## src/rtl/strobe_uart_pkg.sv

```systemverilog
// Shared types and width helpers for the strobe-fed UART transmitter.
package strobe_uart_pkg;

    // Transmitter frame phases.
    typedef enum logic [1:0] {
        IDLE  = 2'd0,
        START = 2'd1,
        DATA  = 2'd2,
        STOP  = 2'd3
    } tx_state_t;

    // Defaults shared by the top and the FIFO.
    localparam int unsigned DEF_DATA_W       = 8;
    localparam int unsigned DEF_DEPTH        = 8;
    localparam int unsigned DEF_CLKS_PER_BIT = 16;

    // Width of an index that counts 0..n-1 (never narrower than one bit).
    function automatic int unsigned idx_w(input int unsigned n);
        return (n > 1) ? $clog2(n) : 1;
    endfunction

    // Width of an occupancy count that must reach n itself.
    function automatic int unsigned cnt_w(input int unsigned n);
        return $clog2(n) + 1;
    endfunction

endpackage

```

## src/rtl/strobe_fifo.sv

```systemverilog
// Register-array FIFO with occupancy count; a write into a full FIFO is
// accepted only when a pop happens in the same cycle.
module strobe_fifo
    import strobe_uart_pkg::*;
#(
    parameter int unsigned DATA_W = DEF_DATA_W,
    parameter int unsigned DEPTH  = DEF_DEPTH
) (
    input  logic                      clk,
    input  logic                      rst,
    input  logic                      wr_en,
    input  logic [DATA_W-1:0]         wr_data,
    input  logic                      rd_en,
    output logic [DATA_W-1:0]         rd_data,
    output logic [cnt_w(DEPTH)-1:0]   count,
    output logic                      full
);

    localparam int unsigned PTR_W = idx_w(DEPTH);
    localparam int unsigned CNT_W = cnt_w(DEPTH);

    logic [DATA_W-1:0] mem [DEPTH];
    logic [PTR_W-1:0]  wr_ptr;
    logic [PTR_W-1:0]  rd_ptr;
    logic              accept;
    logic              pop;

    assign full    = (count == CNT_W'(DEPTH));
    assign accept  = wr_en && (!full || rd_en);
    assign pop     = rd_en && (count != '0);
    assign rd_data = mem[rd_ptr];

    // Storage array: written on every accepted strobe, no reset needed.
    always_ff @(posedge clk) begin
        if (accept && !rst) begin
            mem[wr_ptr] <= wr_data;
        end
    end

    // Pointers wrap naturally at the power-of-two depth; count tracks net change.
    always_ff @(posedge clk) begin
        if (rst) begin
            wr_ptr <= '0;
            rd_ptr <= '0;
            count  <= '0;
        end else begin
            if (accept) begin
                wr_ptr <= wr_ptr + PTR_W'(1);
            end
            if (pop) begin
                rd_ptr <= rd_ptr + PTR_W'(1);
            end
            unique case ({accept, pop})
                2'b10:   count <= count + CNT_W'(1);
                2'b01:   count <= count - CNT_W'(1);
                default: count <= count;
            endcase
        end
    end

endmodule

```

## src/rtl/strobe_uart_tx.sv

```systemverilog
// 8N1-style UART transmitter fed by single-cycle write strobes through a FIFO.
module strobe_uart_tx
    import strobe_uart_pkg::*;
#(
    parameter int unsigned DATA_W       = DEF_DATA_W,
    parameter int unsigned DEPTH        = DEF_DEPTH,
    parameter int unsigned CLKS_PER_BIT = DEF_CLKS_PER_BIT
) (
    input  logic                      clk,
    input  logic                      rst,
    input  logic                      strobe_in,
    input  logic [DATA_W-1:0]         data_in,
    input  logic                      clr_ovf,
    output logic                      txd,
    output logic                      busy,
    output logic [cnt_w(DEPTH)-1:0]   fifo_count,
    output logic                      overflow
);

    localparam int unsigned BAUD_W = idx_w(CLKS_PER_BIT);
    localparam int unsigned BIT_W  = idx_w(DATA_W);
    localparam logic [BAUD_W-1:0] BAUD_LAST = BAUD_W'(CLKS_PER_BIT - 1);
    localparam logic [BIT_W-1:0]  BIT_LAST  = BIT_W'(DATA_W - 1);

    tx_state_t         state_q, state_d;
    logic [BAUD_W-1:0] baud_q, baud_d;
    logic [BIT_W-1:0]  bit_q, bit_d;
    logic [DATA_W-1:0] shift_q, shift_d;
    logic              txd_q, txd_d;
    logic              ovf_q;
    logic              pop;
    logic              fifo_full;
    logic              fifo_empty;
    logic              baud_last;
    logic              drop;
    logic [DATA_W-1:0] rd_data;

    strobe_fifo #(
        .DATA_W (DATA_W),
        .DEPTH  (DEPTH)
    ) u_fifo (
        .clk     (clk),
        .rst     (rst),
        .wr_en   (strobe_in),
        .wr_data (data_in),
        .rd_en   (pop),
        .rd_data (rd_data),
        .count   (fifo_count),
        .full    (fifo_full)
    );

    assign fifo_empty = (fifo_count == '0);
    assign baud_last  = (baud_q == BAUD_LAST);
    assign drop       = strobe_in && fifo_full && !pop;
    assign txd        = txd_q;
    assign overflow   = ovf_q;
    assign busy       = (state_q != IDLE) || !fifo_empty;

    // Frame state, counters, shifter and registered line output.
    always_ff @(posedge clk) begin
        if (rst) begin
            state_q <= IDLE;
            baud_q  <= '0;
            bit_q   <= '0;
            shift_q <= '0;
            txd_q   <= 1'b1;
        end else begin
            state_q <= state_d;
            baud_q  <= baud_d;
            bit_q   <= bit_d;
            shift_q <= shift_d;
            txd_q   <= txd_d;
        end
    end

    // Sticky overflow; a drop in the same cycle as a clear wins.
    always_ff @(posedge clk) begin
        if (rst) begin
            ovf_q <= 1'b0;
        end else if (drop) begin
            ovf_q <= 1'b1;
        end else if (clr_ovf) begin
            ovf_q <= 1'b0;
        end
    end

    // Next-state logic; txd_d is the value the line takes in the next cycle,
    // and the shifter is pre-shifted so txd_d is always taken from bit 0.
    always_comb begin
        state_d = state_q;
        baud_d  = baud_q;
        bit_d   = bit_q;
        shift_d = shift_q;
        txd_d   = txd_q;
        pop     = 1'b0;
        unique case (state_q)
            IDLE: begin
                baud_d = '0;
                bit_d  = '0;
                txd_d  = 1'b1;
                if (!fifo_empty) begin
                    pop     = 1'b1;
                    shift_d = rd_data;
                    txd_d   = 1'b0;
                    state_d = START;
                end
            end
            START: begin
                if (baud_last) begin
                    baud_d  = '0;
                    bit_d   = '0;
                    txd_d   = shift_q[0];
                    shift_d = shift_q >> 1;
                    state_d = DATA;
                end else begin
                    baud_d = baud_q + BAUD_W'(1);
                end
            end
            DATA: begin
                if (baud_last) begin
                    baud_d = '0;
                    if (bit_q == BIT_LAST) begin
                        txd_d   = 1'b1;
                        state_d = STOP;
                    end else begin
                        bit_d   = bit_q + BIT_W'(1);
                        txd_d   = shift_q[0];
                        shift_d = shift_q >> 1;
                    end
                end else begin
                    baud_d = baud_q + BAUD_W'(1);
                end
            end
            STOP: begin
                if (baud_last) begin
                    baud_d = '0;
                    bit_d  = '0;
                    if (!fifo_empty) begin
                        pop     = 1'b1;
                        shift_d = rd_data;
                        txd_d   = 1'b0;
                        state_d = START;
                    end else begin
                        txd_d   = 1'b1;
                        state_d = IDLE;
                    end
                end else begin
                    baud_d = baud_q + BAUD_W'(1);
                end
            end
            default: begin
                state_d = IDLE;
                txd_d   = 1'b1;
            end
        endcase
    end

endmodule

```

## config.mk

```make
export PLATFORM = sky130hd
export DESIGN_NAME = strobe_uart_tx
export DESIGN_NICKNAME = d
export VERILOG_FILES = /design/src/rtl/strobe_uart_pkg.sv /design/src/rtl/strobe_fifo.sv /design/src/rtl/strobe_uart_tx.sv
export SDC_FILE = /design/constraint.sdc
export NUM_CORES = 1
export LEC_CHECK = 0
export CAP_MARGIN = 20
export CORE_UTILIZATION = 45
export CTS_CLUSTER_SIZE = 30
export DETAILED_ROUTE_END_ITERATION = 16
export MAX_ROUTING_LAYER = met4
export PLACE_DENSITY = 0.66
export SYNTH_ARGS = -nofsm -noshare
export SYNTH_HDL_FRONTEND = slang
export SYNTH_SLANG_ARGS = --single-unit
```

## constraint.sdc

```tcl
create_clock -name clk -period 5.75 [get_ports clk]
set_clock_uncertainty 0.2 [all_clocks]
set_input_delay 1.725 -clock clk [delete_from_list [all_inputs] [get_ports clk]]
set_output_delay 1.725 -clock clk [all_outputs]
set_load 0.05 [all_outputs]
```

# --- Word-level counts from Yosys, hierarchy flattened ---
# Memory sizes are Yosys's and may differ from the RTL's. A register that Yosys moved wholly into a read port is not among the register bits.
# Index checks and enable logic that the tools add are counted.
totals:
  output_inout_bits: 7
  ff_bits: 29
  mem_count: 1
  input_bits: 12
  mem_bits_rw: 64
  wordCells: 89
mem_list:
  columns: ["name", "depth", "width", "read_ports", "rd_ports_with_merged_regs", "write_ports", "line", "source"]
  rows:
  - ["u_fifo.mem", 8, 8, 1, 1, 1, "strobe_fifo.sv:22", "logic [DATA_W-1:0] mem [DEPTH];"]
classes:
  n_addsub: 6
  reduce_logical: 23
  mux: 35
  n_eq_ne: 15
op_table:
  columns: ["cell", "count"]
  rows:
  - ["2-to-1 mux 8 bit", 5]
  - ["one-hot mux 8 bit (4 select lines)", 1]
  - ["one-hot mux 4 bit (2 select lines)", 2]
  - ["2-to-1 mux 3 bit", 5]
  - ["2-to-1 mux 1 bit", 12]
  - ["inequality test 2 bit, second input constant", 6]
  - ["2-to-1 mux 2 bit", 5]
  - ["adder 3 x 1 -> 3 bit, second input constant", 3]
  - ["one-hot mux 3 bit (3 select lines)", 1]
  - ["adder 4 x 1 -> 4 bit, second input constant", 2]
  - ["equality test 4 bit, second input constant", 2]
  - ["one-hot mux 2 bit (4 select lines)", 1]
  - ["equality test 2 bit, second input constant", 3]
  - ["AND reduction 3 bit", 2]
  - ["nonzero test 2 bit", 3]
  - ["logical AND 1 bit", 5]
  - ["AND reduction 5 bit", 1]
  - ["equality test 2 x 1 -> 1 bit, second input constant", 2]
  - ["logical NOT 1 bit", 4]
  - ["logical NOT 4 bit", 1]
  - ["2-to-1 mux 4 bit", 1]
  - ["one-hot mux 1 bit (4 select lines)", 1]
  - ["AND reduction 4 bit", 1]
  - ["nonzero test 4 bit", 1]
  - ["8 further kinds", 9]

# --- Depth between registers and ports, before layout ---
depth:
  depth_word: 9
  depth_mapped: 13
  ltp_nobuf: 13

# --- By module ---
# Synthesis repeated with hierarchy kept, for this count alone.
hier_totals:
  cells_unflattened: 269
  hier_area_um2: 4072.7
by_module_without_submodules:
  columns: ["module", "cells_per_inst", "instances", "seq_area_each_um2", "area_per_inst_um2"]
  rows:
  - ["strobe_fifo", 164, 1, 2182.1, 3104.2]
  - ["strobe_uart_tx", 105, 1, 380.4, 968.4]

# --- Least setup slack after synthesis ---
# Ideal clock, no wire load.
synth_path:
  path_kind: "in2reg"
  from: "in strobe_in"
  to: "mem u_fifo.mem[0][0] (netlist bit), enable pin"
  setup_ns: 0.398
  t_required_ns: 5.152
  setup_slack_ns: 2.258
  path_stages: 3
  path_buffers: 0
  arrival_time_ns: 2.894
  path_cell_list: "and2_1 > inv_2 > nor4b_1"
synth_via:
  elab_chain_len: 4
synth_rtl:
  columns: ["item", "line", "source"]
  rows:
  - ["start: declaration", "strobe_uart_tx.sv:11", "input logic strobe_in,"]
  - ["logical AND 1 bit", "strobe_fifo.sv:29", "assign accept = wr_en && (!full || rd_en);"]
  - ["logical AND 1 bit", "strobe_fifo.sv:35", "if (accept && !rst) begin"]
  - ["2-to-1 mux 1 bit", "strobe_fifo.sv:35", null]
  - ["2-to-1 mux 1 bit (not written as such)", "strobe_fifo.sv:36", "mem[wr_ptr] <= wr_data;"]
  - ["end: declaration", "strobe_fifo.sv:22", null]
# No other way between the ends.

# --- Worst setup path after layout ---
layout_path:
  from: "reg u_fifo.count[0]"
  to: "out busy"
layout_via:
  elab_chain_len: 3
layout_rtl:
  columns: ["item", "line", "source"]
  rows:
  - ["start: declaration", "strobe_fifo.sv:15", "output logic [cnt_w(DEPTH)-1:0] count,"]
  - ["start signal: assignment", "strobe_fifo.sv:54", "2'b10: count <= count + CNT_W'(1);"]
  - ["start signal: assignment", "strobe_fifo.sv:55", "2'b01: count <= count - CNT_W'(1);"]
  - ["start signal: assignment", "strobe_fifo.sv:56", "default: count <= count;"]
  - ["logical NOT 4 bit", "strobe_uart_tx.sv:52", "assign fifo_empty = (fifo_count == '0);"]
  - ["logical NOT 1 bit", null, null]
  - ["logical OR 1 bit", "strobe_uart_tx.sv:57", "assign busy = (state_q != IDLE) || !fifo_empty;"]
  - ["end: declaration", "strobe_uart_tx.sv:15", "output logic busy,"]
# No other way between the ends.

==> flow_metrics.env <==
export IMPL_rows=34
export IMPL_hp_class="flop to flop"
export IMPL_whs_ns=0.255
export IMPL_clk_pin_slew_ns=0.10
export IMPL_pwr_density_cell_nw_per_um2=405
export IMPL_die_width_um=98.7
export IMPL_cts_resized=0
export IMPL_synth_seq_cells=96
export IMPL_period_needed_ns=4.12
export IMPL_final_setup_tns_ns=0
export IMPL_grt_overflow_total=0
export IMPL_grt_pass1_wl_um=12100
export IMPL_cp_end_kind="primary output"
export IMPL_synth_nets=297
export IMPL_cts_buffers_inserted=9
export IMPL_cts_max_level=3
export IMPL_io_pin_count=19
export IMPL_io_buffers=18
export IMPL_synth_cell_types=59
export IMPL_cts_tree="done"
export IMPL_drc=0
export IMPL_cts_sinks=96
export IMPL_synth_area_sq_um=4210
export IMPL_pre_cts_slack_ns=1.61
export IMPL_post_synth_inst_count=272
export IMPL_fin_ws_ns=1.63
export IMPL_num_nets_final=323
export IMPL_finalCritPeriodShare_pct=71.7
export IMPL_max_freq_mhz=242
export IMPL_layout_area_overhead_vs_synth_pct=11.6
export IMPL_start_util_pct=47.3
export IMPL_ys_async_sr_fraction_pct=0
export IMPL_grt_max_degree=34
export IMPL_power_mw=1.90
export IMPL_vias=2316
export IMPL_die_h_um=98.7
export IMPL_post_cts_buffers=0
export IMPL_drt_wirelength_per_cell_um=17.6
export IMPL_rsz0062_at_grt="no"
export IMPL_track_usage_pct=17.4
export IMPL_synth_edf_count=64
export IMPL_clockBufferDepth=2
export IMPL_setup_viol=0
export IMPL_power_leakage_nw=1.59
export IMPL_relSlewSlack_pct=34.5
export IMPL_core_area_sq_um=8890
export IMPL_ys_seq_area_share_pct=60.9
export IMPL_max_cap_violations=0
export IMPL_hpwlAfterDp_um=4650
export IMPL_grt_pass1_vias=2263
export IMPL_required_ns=3.83
export IMPL_crit_arrival_ns=2.20
export IMPL_syn_area_per_cell_sq_um=15.5
export IMPL_antenna_found_initial=0
export IMPL_worstSetupStartpointType="flop"
export IMPL_path_class="flop to primary output"
export IMPL_viasPerCell=5.64
export IMPL_totalWireLength_um=7240
export IMPL_drive_gt1_share_pct=17.2
export IMPL_dieArea_sq_um=9740
export IMPL_dr_pass1_iters=4
export IMPL_timing_hold_violations_final=0
export IMPL_cts_root_buffer="clkbuf_8"
export IMPL_first_iter_violations=121
export IMPL_irDropWorstVdd_v=0.000187
export IMPL_worstMarginPinSlew_ns=0.981
export IMPL_slew_viol_final=0
export IMPL_num_antenna_cells=0
export IMPL_fin_util_pct=52.8
export IMPL_final_antenna_net_count=0
export IMPL_cts_hold_buf=0
export IMPL_critPathMaxFanout=8
export IMPL_place_congestion=0.795
export IMPL_yosysWarnings=0
export IMPL_outcome="finished, final reports clean"
export IMPL_clk_latency_ns=0.36
export IMPL_yosys_most_used_dff="edfxtp_1"
-- through the flow --
| stage | cells | instance area [sq um] |
|---|---|---|
| 6_report | 411 | 4700 |
| 5_1_grt | 411 | 4700 |
| 4_1_cts | 410 | 4690 |
| 3_5_place_dp | 394 | 4500 |
| 3_3_place_gp | 394 | 4500 |
| 2_1_floorplan | 272 | 4210 |
-- kinds of logic (layout without fill, tap and decap cells) --
family | Yosys count | after routing | share of synthesized area, %
flops | 96 | 96 | 60.9
fa+ha+maj | 13 | 13 | 3.87
mux | 33 | 33 | 14.1
compound gates | 43 | 43 | 8.33
buf+inv | 15 | 46 | 2.53
simple gates | 65 | 65 | 8.80
xor+xnor | 7 | 7 | 1.46
-- Yosys cell counts, types with 2 or more instances --
| cell | count | area share (%) |
|---|---|---|
| edfxtp_1 | 64 | 46 |
| dfxtp_1 | 32 | 15 |
| nor2_1 | 20 | 1.8 |
| mux4_1 | 14 | 8.7 |
| ha_1 | 13 | 3.9 |
| a21oi_1 | 12 | 1.4 |
| mux2_2 | 8 | 2.1 |
| mux2i_1 | 8 | 1.9 |
| nand2_1 | 7 | 0.62 |
| nor3_1 | 6 | 0.71 |
| nand2b_1 | 5 | 0.74 |
| nand3_1 | 5 | 0.59 |
| a211oi_2 | 4 | 1.2 |
| buf_6 | 4 | 1.1 |
| o21ai_1 | 4 | 0.48 |
| xor2_1 | 4 | 0.83 |
| a22oi_1 | 3 | 0.54 |
| a32oi_1 | 3 | 0.62 |
| clkbuf_1 | 3 | 0.27 |
| inv_1 | 3 | 0.27 |
| nor4_1 | 3 | 0.45 |
| o21ai_0 | 3 | 0.36 |
| xnor2_1 | 3 | 0.62 |
| buf_2 | 2 | 0.24 |
| mux4_2 | 2 | 1.1 |
| nand3b_1 | 2 | 0.36 |
| nor2b_1 | 2 | 0.30 |
| nor4b_1 | 2 | 0.42 |
-- power by group --
part	switching (mW)	total, mW	internal, mW
logic	0.334	0.607	0.273
clock network	0.256	0.427	0.171
registers	0.0729	0.870	0.797
total	0.663	1.90	1.24
-- final cells by class --
type	count	area [sq um]
clock inverter	7	67.6
clock buffer	9	124
multi-input combinational	161	1550
sequential	96	2560
timing repair buffer	26	240
tap	108	135
inverter	4	15.0
fill	737	4200
-- routing by layer --
layer	vias to the layer above	routed length (um)	GRT usage (%)
li1	1135	-	-
met1	1140	3350	22.5
met2	32	3580	27.0
met3	9	230	5.39
met4	0	77	4.48
met5	-	0	-
-- path summary, 6_finish.rpt --
kind	slack, ns	end	cells after the start	start
max	1.63	busy	3	u_fifo.count[0]
min	0.26	baud_q[0]	1	baud_q[0]
max reg2reg	2.37	u_fifo.count[2]	12	state_q[1]
min reg2reg	0.26	baud_q[0]	1	baud_q[0]
-- cell usage in the layout, fill, tap and decap left out, drive strengths merged, types with 3 or more instances in the layout --
cell type | netlist | final
a211oi | 5 | 5
a21oi | 12 | 12
a22oi | 4 | 4
a32oi | 3 | 3
buf | 7 | 8
clkbuf | 4 | 9
clkdlybuf4s50 | 0 | 18
dfxtp | 32 | 32
edfxtp | 64 | 64
ha | 13 | 13
inv | 4 | 9
mux2 | 9 | 9
mux2i | 8 | 8
mux4 | 16 | 16
nand2 | 7 | 7
nand2b | 5 | 5
nand3 | 5 | 5
nor2 | 20 | 20
nor3 | 7 | 7
nor4 | 4 | 4
o21ai | 7 | 7
xnor2 | 3 | 3
xor2 | 4 | 4
-- registers in the layout, summed over array words and instances, names as in the netlist, named ones only --
register / cells
baud_q: 4
bit_q: 3
overflow: 1
shift_q: 8
state_q: 2
txd: 1
u_fifo.count: 4
u_fifo.mem: 64
u_fifo.rd_ptr: 3
u_fifo.wr_ptr: 3
-- critical path, cell delays in order, from the launching register on --
cell	delay [ns]
dfxtp_1	0.42
nor4_4	0.58
nand2_1	0.11
clkdlybuf4s50_1	0.71
Power figures use the tool's default switching activity.
